**src/rtl/layer_buffer_reader_pkg.sv**
```systemverilog
// Shared constants and types for the layer buffer read-side controller.
package layer_buffer_reader_pkg;

   localparam int LB_AW = 8;

   typedef enum logic {
      IDLE = 1'b0,
      RUN  = 1'b1
   } lb_state_t;

   function automatic int lb_word_w(input int pe_num, input int dw);
      return pe_num * dw;
   endfunction

endpackage

```
**src/rtl/layer_buffer_reader_fifo.sv**
```systemverilog
// Synchronous output FIFO for buffer words plus their last tag.
module lb_rd_fifo #(
   parameter int W          = 128,
   parameter int FIFO_DEPTH = 4,
   parameter int CW         = $clog2(FIFO_DEPTH + 1)
) (
   input  logic          clk,
   input  logic          rst_n,
   input  logic          push,
   input  logic [W-1:0]  din,
   input  logic          din_last,
   input  logic          pop,
   output logic [W-1:0]  dout,
   output logic          dout_last,
   output logic          empty,
   output logic [CW-1:0] count
);

   localparam int AW = (FIFO_DEPTH > 1) ? $clog2(FIFO_DEPTH) : 1;

   logic [W-1:0]          mem [FIFO_DEPTH];
   logic [FIFO_DEPTH-1:0] last_mem;
   logic [AW-1:0]         wptr;
   logic [AW-1:0]         rptr;
   logic                  do_pop;

   function automatic logic [AW-1:0] nxt(input logic [AW-1:0] p);
      return (p == AW'(FIFO_DEPTH - 1)) ? '0 : p + 1'b1;
   endfunction

   assign empty     = (count == '0);
   assign do_pop    = pop && !empty;
   assign dout      = mem[rptr];
   assign dout_last = last_mem[rptr] && !empty;

   // Upstream credit accounting guarantees push never lands on a full FIFO without a pop.
   always_ff @(posedge clk) begin
      if (push) mem[wptr] <= din;
   end

   always_ff @(posedge clk or negedge rst_n) begin
      if (!rst_n) begin
         wptr     <= '0;
         rptr     <= '0;
         count    <= '0;
         last_mem <= '0;
      end else begin
         if (push) begin
            last_mem[wptr] <= din_last;
            wptr           <= nxt(wptr);
         end
         if (do_pop) rptr <= nxt(rptr);
         unique case ({push, do_pop})
            2'b10:   count <= count + 1'b1;
            2'b01:   count <= count - 1'b1;
            default: ;
         endcase
      end
   end

endmodule

```
**src/rtl/layer_buffer_reader.sv**
```systemverilog
// Streams len words from base_addr of the layer buffer to the PE array.
//  state | meaning
//  IDLE  | waiting for start; len=0 start only pulses done
//  RUN   | issuing reads under FIFO credit and delivering words until the last handshake
module layer_buffer_reader
   import layer_buffer_reader_pkg::*;
#(
   parameter int dwidth     = 16,
   parameter int PE_Num     = 8,
   parameter int RD_LAT     = 1,
   parameter int FIFO_DEPTH = 4
) (
   input  logic                     clk,
   input  logic                     rst_n,
   input  logic                     start,
   input  logic [7:0]               base_addr,
   input  logic [8:0]               len,
   output logic                     busy,
   output logic                     done,
   output logic [7:0]               layer_buffer_raddr,
   input  logic [PE_Num*dwidth-1:0] rdata,
   output logic [PE_Num*dwidth-1:0] dout,
   output logic                     dout_valid,
   input  logic                     dout_ready,
   output logic                     dout_last
);

   localparam int W  = lb_word_w(PE_Num, dwidth);
   localparam int CW = $clog2(FIFO_DEPTH + 1);

   lb_state_t        state;
   logic [LB_AW-1:0] base_q;
   logic [8:0]       len_q;
   logic [8:0]       issue_cnt;
   logic [8:0]       recv_cnt;
   logic [RD_LAT-1:0] tag_v;
   logic [RD_LAT-1:0] tag_l;
   logic [CW-1:0]    fifo_count;
   logic             fifo_empty;
   logic             hs;
   logic             issue;
   logic             issue_last;
   logic [CW+1:0]    credit;

   assign hs         = dout_valid && dout_ready;
   assign dout_valid = !fifo_empty;
   assign issue_last = (issue_cnt == len_q - 9'd1);

   // A word popped this edge frees its slot for the read issued on the same edge.
   always_comb begin
      credit = (CW+2)'($countones(tag_v)) + (CW+2)'(fifo_count) - (CW+2)'(hs);
      issue  = (state == RUN) && (issue_cnt < len_q) && (credit < (CW+2)'(FIFO_DEPTH));
   end

   always_ff @(posedge clk or negedge rst_n) begin
      if (!rst_n) begin
         state              <= IDLE;
         busy               <= 1'b0;
         done               <= 1'b0;
         base_q             <= '0;
         len_q              <= '0;
         issue_cnt          <= '0;
         recv_cnt           <= '0;
         layer_buffer_raddr <= '0;
      end else begin
         done <= 1'b0;
         unique case (state)
            IDLE: begin
               if (start) begin
                  if (len == 9'd0) begin
                     done <= 1'b1;
                  end else begin
                     state     <= RUN;
                     busy      <= 1'b1;
                     base_q    <= base_addr;
                     len_q     <= len;
                     issue_cnt <= '0;
                     recv_cnt  <= '0;
                  end
               end
            end
            RUN: begin
               if (issue) begin
                  layer_buffer_raddr <= base_q + issue_cnt[LB_AW-1:0];
                  issue_cnt          <= issue_cnt + 9'd1;
               end
               if (hs) begin
                  recv_cnt <= recv_cnt + 9'd1;
                  if (recv_cnt == len_q - 9'd1) begin
                     state <= IDLE;
                     busy  <= 1'b0;
                     done  <= 1'b1;
                  end
               end
            end
            default: state <= IDLE;
         endcase
      end
   end

   // raddr acts as the BRAM address register; a tag leaving the last stage marks valid rdata.
   always_ff @(posedge clk or negedge rst_n) begin
      if (!rst_n) begin
         tag_v <= '0;
         tag_l <= '0;
      end else begin
         tag_v <= (tag_v << 1) | RD_LAT'(issue);
         tag_l <= (tag_l << 1) | RD_LAT'(issue && issue_last);
      end
   end

   lb_rd_fifo #(
      .W          (W),
      .FIFO_DEPTH (FIFO_DEPTH),
      .CW         (CW)
   ) u_fifo (
      .clk       (clk),
      .rst_n     (rst_n),
      .push      (tag_v[RD_LAT-1]),
      .din       (rdata),
      .din_last  (tag_l[RD_LAT-1]),
      .pop       (dout_ready),
      .dout      (dout),
      .dout_last (dout_last),
      .empty     (fifo_empty),
      .count     (fifo_count)
   );

endmodule
```
**config.mk**
```make
export PLATFORM = sky130hd
export DESIGN_NAME = layer_buffer_reader
export DESIGN_NICKNAME = d
export VERILOG_FILES = /design/src/rtl/layer_buffer_reader_pkg.sv /design/src/rtl/layer_buffer_reader_fifo.sv /design/src/rtl/layer_buffer_reader.sv
export SDC_FILE = /design/constraint.sdc
export NUM_CORES = 1
export LEC_CHECK = 0
export BUFFER_PORTS_ARGS = -buffer_cell sky130_fd_sc_hd__buf_4
export CELL_PAD_IN_SITES_DETAIL_PLACEMENT = 1
export CELL_PAD_IN_SITES_GLOBAL_PLACEMENT = 1
export CORE_MARGIN = 1
export CORE_UTILIZATION = 50
export DETAILED_ROUTE_END_ITERATION = 10
export PLACE_DENSITY = 0.89
export SLEW_MARGIN = 20
export SYNTH_ARGS = -nofsm -noshare
export SYNTH_HDL_FRONTEND = slang
export SYNTH_SLANG_ARGS = --single-unit
```
**constraint.sdc**
```tcl
create_clock -name clk -period 4.62 [get_ports clk]
set_input_delay 0.693 -clock clk [delete_from_list [all_inputs] [get_ports clk]]
set_output_delay 0.693 -clock clk [all_outputs]
set_load 0.02 [all_outputs]
```
**After elaboration in Yosys (flattened, before gate mapping)**

Memory sizes are Yosys's and may differ from the RTL's.
Index checks and enable logic that the tools add are counted.

- Latch bits: 0
- Output and inout port bits: 140
- Bits in read-only memories: 0
- Bits of input ports: 149
- Register bits: 59
- Memories: 1
- Bits in writable memories: 512

Memory list:

| name | depth | bits a word | read ports | clocked after memory_dff | write ports | RTL line | RTL |
|---|---|---|---|---|---|---|---|
| u_fifo.mem | 4 | 128 | 1 | 0 | 1 | layer_buffer_reader_fifo.sv:21 | `logic [W-1:0] mem [FIFO_DEPTH];` |

- Equal/unequal tests: 11
- Magnitude comparators: 5
- Bitwise gates (word level): 2
- Reductions and logical operators: 15
- $add $sub $neg: 10
- Div/mod/pow operators: 0
- Multipliers: 0
- Mux-type cells: 31
- Shifts and indexed selects: 0

Operators by type and width:

| cell | number |
|---|---|
| 9-bit 2-to-1 mux | 4 |
| 9-bit case mux with 2 select lines | 2 |
| 9-bit by 1-bit adder with 9-bit output (second input constant) | 2 |
| 9-bit equality test | 2 |
| 1-bit 2-to-1 mux | 16 |
| 9-bit zero test | 1 |
| 9-bit < comparator | 1 |
| 3-bit AND reduction | 3 |
| 9-bit by 1-bit subtractor with 9-bit output (second input constant) | 1 |
| 8-bit adder | 1 |
| 2-bit equality test (second input constant) | 3 |
| 1-bit logical AND | 6 |
| 2-bit by 3-bit < comparator with 1-bit output (second input constant) | 2 |
| 2-bit by 1-bit != test with 1-bit output (second input constant) | 3 |
| 1-bit case mux with 2 select lines | 3 |
| 3-bit case mux with 2 select lines | 1 |
| 5-bit by 3-bit < comparator with 1-bit output (second input constant) | 1 |
| 4-bit by 1-bit subtractor with 5-bit output | 1 |
| 1-bit by 3-bit adder with 4-bit output | 1 |
| 2-bit by 1-bit adder with 2-bit output (second input constant) | 2 |
| 4-bit bitwise mux | 1 |
| 2-bit 2-to-1 mux | 2 |
| 2-bit != test (second input constant) | 2 |
| 4-bit AND reduction | 1 |
| 11 further kinds | 12 |

**Depth between registers and ports, before layout**

- Depth after elaboration: 8
- Gate-level depth with buffers: 9
- Mapped depth without buffers: 9

**Cells and area by module**

From an unflattened synthesis, not the netlist that was laid out.

- Cell total of the unflattened synthesis: 1052
- Area total of the unflattened synthesis: 22293.9 µm²

Modules (own cells, without submodules):

| module | times used | cells an instance | seq. area each (µm²) | area an instance (µm²) |
|---|---|---|---|---|
| lb_rd_fifo | 1 | 719 | 15650.0 | 19067.0 |
| layer_buffer_reader | 1 | 333 | 1201.2 | 3226.8 |

**Worst setup path before layout**

OpenSTA, ideal clock, no wires.

- Path type: register -> register
- Start point: reg tag_v
- End point: reg u_fifo.last_mem[1]
- Path buffers: 1
- Path slack: 0.365 ns
- Stages on the path, launching flop included: 4
- Data required time: 4.486 ns
- Period minus slack after synthesis: 4.255 ns
- Arrival: 4.121 ns
- Library setup time: 0.134 ns
- Path through: dfrtp_1 -> clkbuf_1 -> and2_1 -> mux2_2

RTL lines:

| item | RTL line | RTL |
|---|---|---|
| start, declared | layer_buffer_reader.sv:36 | `logic [RD_LAT-1:0] tag_v;` |
| start signal, assigned | layer_buffer_reader.sv:107 | `tag_v <= (tag_v << 1) \| RD_LAT'(issue);` |
| end signal, assigned by index | layer_buffer_reader_fifo.sv:49 | `last_mem[wptr] <= din_last;` |
| end, declared | layer_buffer_reader_fifo.sv:22 | `logic [FIFO_DEPTH-1:0] last_mem;` |

**Worst setup path in the final report**

- Start point: reg u_fifo.rptr[0]
- End point: out dout[3]

- Longest elaborated chain between the ends: 1

RTL lines:

| item | RTL line | RTL |
|---|---|---|
| start, declared | layer_buffer_reader_fifo.sv:24 | `logic [AW-1:0] rptr;` |
| start signal, assigned | layer_buffer_reader_fifo.sv:52 | `if (do_pop) rptr <= nxt(rptr);` |
| memory 4 x 128 bit | - |  |
| end, declared | layer_buffer_reader.sv:22 | `output logic [PE_Num*dwidth-1:0] dout,` |

Every way passes these cells.

==> results by group <==
Run status
  • Outcome: complete, no violations

Die
  • Die X: roughly 210 um
  • Core area: about 43000 um2
  • IO Pins: between 200 and 300
  • Chip height: ~210 um
  • Die area: between 40000 and 50000 um2
  • Row cnt: 76
  • Initial Utilization: 0.510

Logic synthesis
  • Syn nets: 1252
  • Register area share after synthesis: 0.762
  • Synth area leaders: edfxtp_1, mux4_2, dfrtp_1
  • Synth top area share: 0.695
  • Post-synth top area cell: edfxtp_1
  • Syn Area/Cell: roughly 21 um2
  • Area of the mapped netlist: ~22000 um2
  • Flops & latches, synth: between 500 and 600
  • Top FF cell, synth: edfxtp_1
  • Post-synth ARST share: 0.103
  • Netlist cell types: 53
  • Ys Warns: 0
  • Synth Instances: ~1100
  • EDFF count, synth: between 500 and 600

STA
  • Setup-failing EPs final: 0
  • Actual slew at the worst max-slew pin: just over 1 ns
  • Relative slew slack: 0.308
  • RSZ-0062 raised after global routing: false
  • Final period util: 0.755
  • Max frequency: roughly 290 MHz
  • Tmin final: between 3 and 4 ns
  • Hold Fails Final Rpt: 0
  • Final Skew: just over 0.02 ns
  • Post-Route Hold Slack: about 0.16 ns
  • Final Max Tran Viols: 0
  • Setup TNS: 0 ns

Setup path
  • Critical-path maximum fanout: 34
  • Endpoint type of the worst setup path: primary output
  • Data required, critical path: between 3 and 4 ns
  • CP Launch Type: flop
  • CP Class: flop to primary output
  • Arrival @ worst endpoint: ~2.8 ns

Place
  • Buffers on Ports: about 290
  • Placed cell count: slightly below 2000
  • RePlAce Congestion: between 0.7 and 0.8
  • Placed inst area: around 25000 um2
  • HPWL after DPL: 34500 um

GRT
  • All-Layer GR Usage: 0.256
  • First-pass GRT wire length: 83100 um
  • Largest net degree at the start of global routing: approximately 110
  • Via count of the first global-routing pass: roughly 13000
  • Grt ovf: 0
  • Initial antenna violation count: 6

Pwr
  • Lkg Pwr: ~9.6 nW
  • VDD IR-drop max: about 0.41 mV
  • P per Cell Area: approximately 660 nW/um2

Min path
  • HP Class: input port to asynchronous set/reset pin

CTS
  • Post-CTS setup buffer count: 0
  • TritonCTS clock tree: yes
  • Clock buffer depth: 3
  • Worst skew pair latency: about 0.63 ns
  • CTS Buf Count: between 50 and 60
  • Clock root cell: clkbuf_16
  • CTS H-tree depth: 2
  • Post-CTS Resized: 0
  • # clock sinks: 571
  • Hold buffer count at CTS: 0
  • Clock slew at reported path FFs: around 0.060 ns

Finish
  • P&R area growth vs syn: 21.8%
  • Layout Cell Area excl Fill: around 27000 um2
  • Final core utilization: 0.621
  • Layout Cells excl Fill: a little over 2000
  • Fill cells: ~3700
  • Most frequent cells in the layout: edfxtp_1, buf_4, mux4_2
  • Fin nets: 1572
  • Most common cell after layout, fill and taps aside: edfxtp_1
  • Share of cells above drive strength 1: 0.382

Detailed routing
  • Antenna violation net count after detailed routing: 0
  • Vias per cell: between 5 and 6
  • Initial DRC Count: around 960
  • Routed Wire Length: 57300 um
  • Post-route DRC: 0
  • Via count: approximately 12000
  • DR WL/cell: 28.2 um
  • Pre-Repair DR Iteration Count: 5

Flow run
  • Max-cap violation count: 0
metal layers:
layer	share of wire	vias up	wire, um	track usage
li1	-	4988	-	-
met1	0.37	6181	21400	0.310
met2	0.52	471	29700	0.445
met3	0.076	106	4380	0.0668
met4	0.031	4	1760	0.0853
met5	0.00047	-	27	0
critical path, stage by stage (launching register included):
cell	delay, ns
dfrtp_4	0.94
buf_4	0.47
mux4_2	0.58
buf_4	0.18
cell type report:
type	instances	area [um2]	share of cell area
inverters	24	90.1	0.00334
clock buffers	62	1420	0.0528
well taps	585	732	0.0272
diodes	4	10.0	0.000372
repair buffers	309	2380	0.0884
clock inverters	42	454	0.0169
multi-input cells	433	4990	0.185
flip-flops and latches	571	16900	0.626
worst paths after layout:
path / startpoint / to / slack [ns] / cells after the start
setup reg to reg: u_fifo.count[0]$_DFFE_PN0P_ / layer_buffer_raddr[0]$_DFFE_PN0P_ / 1.67 / 7
max in group asynchronous: rst_n / u_fifo.rptr[1]$_DFFE_PN0P_ / 3.85 / 1
setup / recovery: u_fifo.rptr[0]$_DFFE_PN0P_ / dout[3] / 1.13 / 3
hold reg to reg: base_q[2]$_DFFE_PN0P_ / base_q[2]$_DFFE_PN0P_ / 0.49 / 2
hold / removal: rst_n / len_q[6]$_DFFE_PN0P_ / 0.16 / 1
min in group clk: rdata[43] / u_fifo.mem[3][43]$_DFFE_PP_ / 0.27 / 1
cells by family (layout without fill, tap and decap cells):
| kind of cell | after synthesis | after routing | synth area share |
|---|---|---|---|
| adder cells (fa/ha/maj) | 29 | 29 | 0.0171 |
| flip-flops | 571 | 571 | 0.762 |
| other | 0 | 4 | 0 |
| buffers and inverters | 70 | 437 | 0.0131 |
| AND/OR/NAND/NOR | 158 | 158 | 0.0364 |
| XOR/XNOR | 36 | 36 | 0.0143 |
| AO/OA/AOI/OAI | 67 | 67 | 0.0184 |
| multiplexers | 143 | 143 | 0.139 |
registers in the layout, indices dropped and copies added, names as in the netlist:
register            flops
u_fifo.count            3
layer_buffer_raddr      8
busy                    1
issue_cnt               9
len_q                   9
base_q                  8
tag_v                   1
tag_l                   1
state                   1
u_fifo.last_mem         4
recv_cnt                9
u_fifo.mem            512
u_fifo.rptr             2
u_fifo.wptr             2
done                    1
report_power, final:
part / leakage, nW / switching, W / internal (W)
Sequential: 5.38 / 0.000664 / 0.00652
Combinational: 3.27 / 0.00332 / 0.00270
Clock: 0.916 / 0.00201 / 0.00268
stage by stage:
stage / power (W) / worst slack (ns)
after global placement: 0.0129 / 1.55
after detailed placement: 0.0132 / 1.44
final: 0.0179 / 1.13
after CTS: 0.0181 / 1.05
after global routing: 0.0186 / 0.968
after floorplan: 0.0109 / 0.365
cell usage after synthesis (all sizes together), types with 3 or more instances:
cell    number
edfxtp     512
mux4       129
dfrtp       59
nand2       58
o21ai       31
ha          27
nor2        27
clkbuf      24
inv         24
xnor2       24
buf         22
xor2        12
a21oi       10
mux2        10
nand3       10
nor3        10
and2         8
or3          7
nand4        6
nor2b        6
nor4         6
o31ai        5
or4          5
mux2i        4
o211ai       4
nand2b       3
nor3b        3
or2          3
Note: power is estimated with default switching activity, not from simulation.
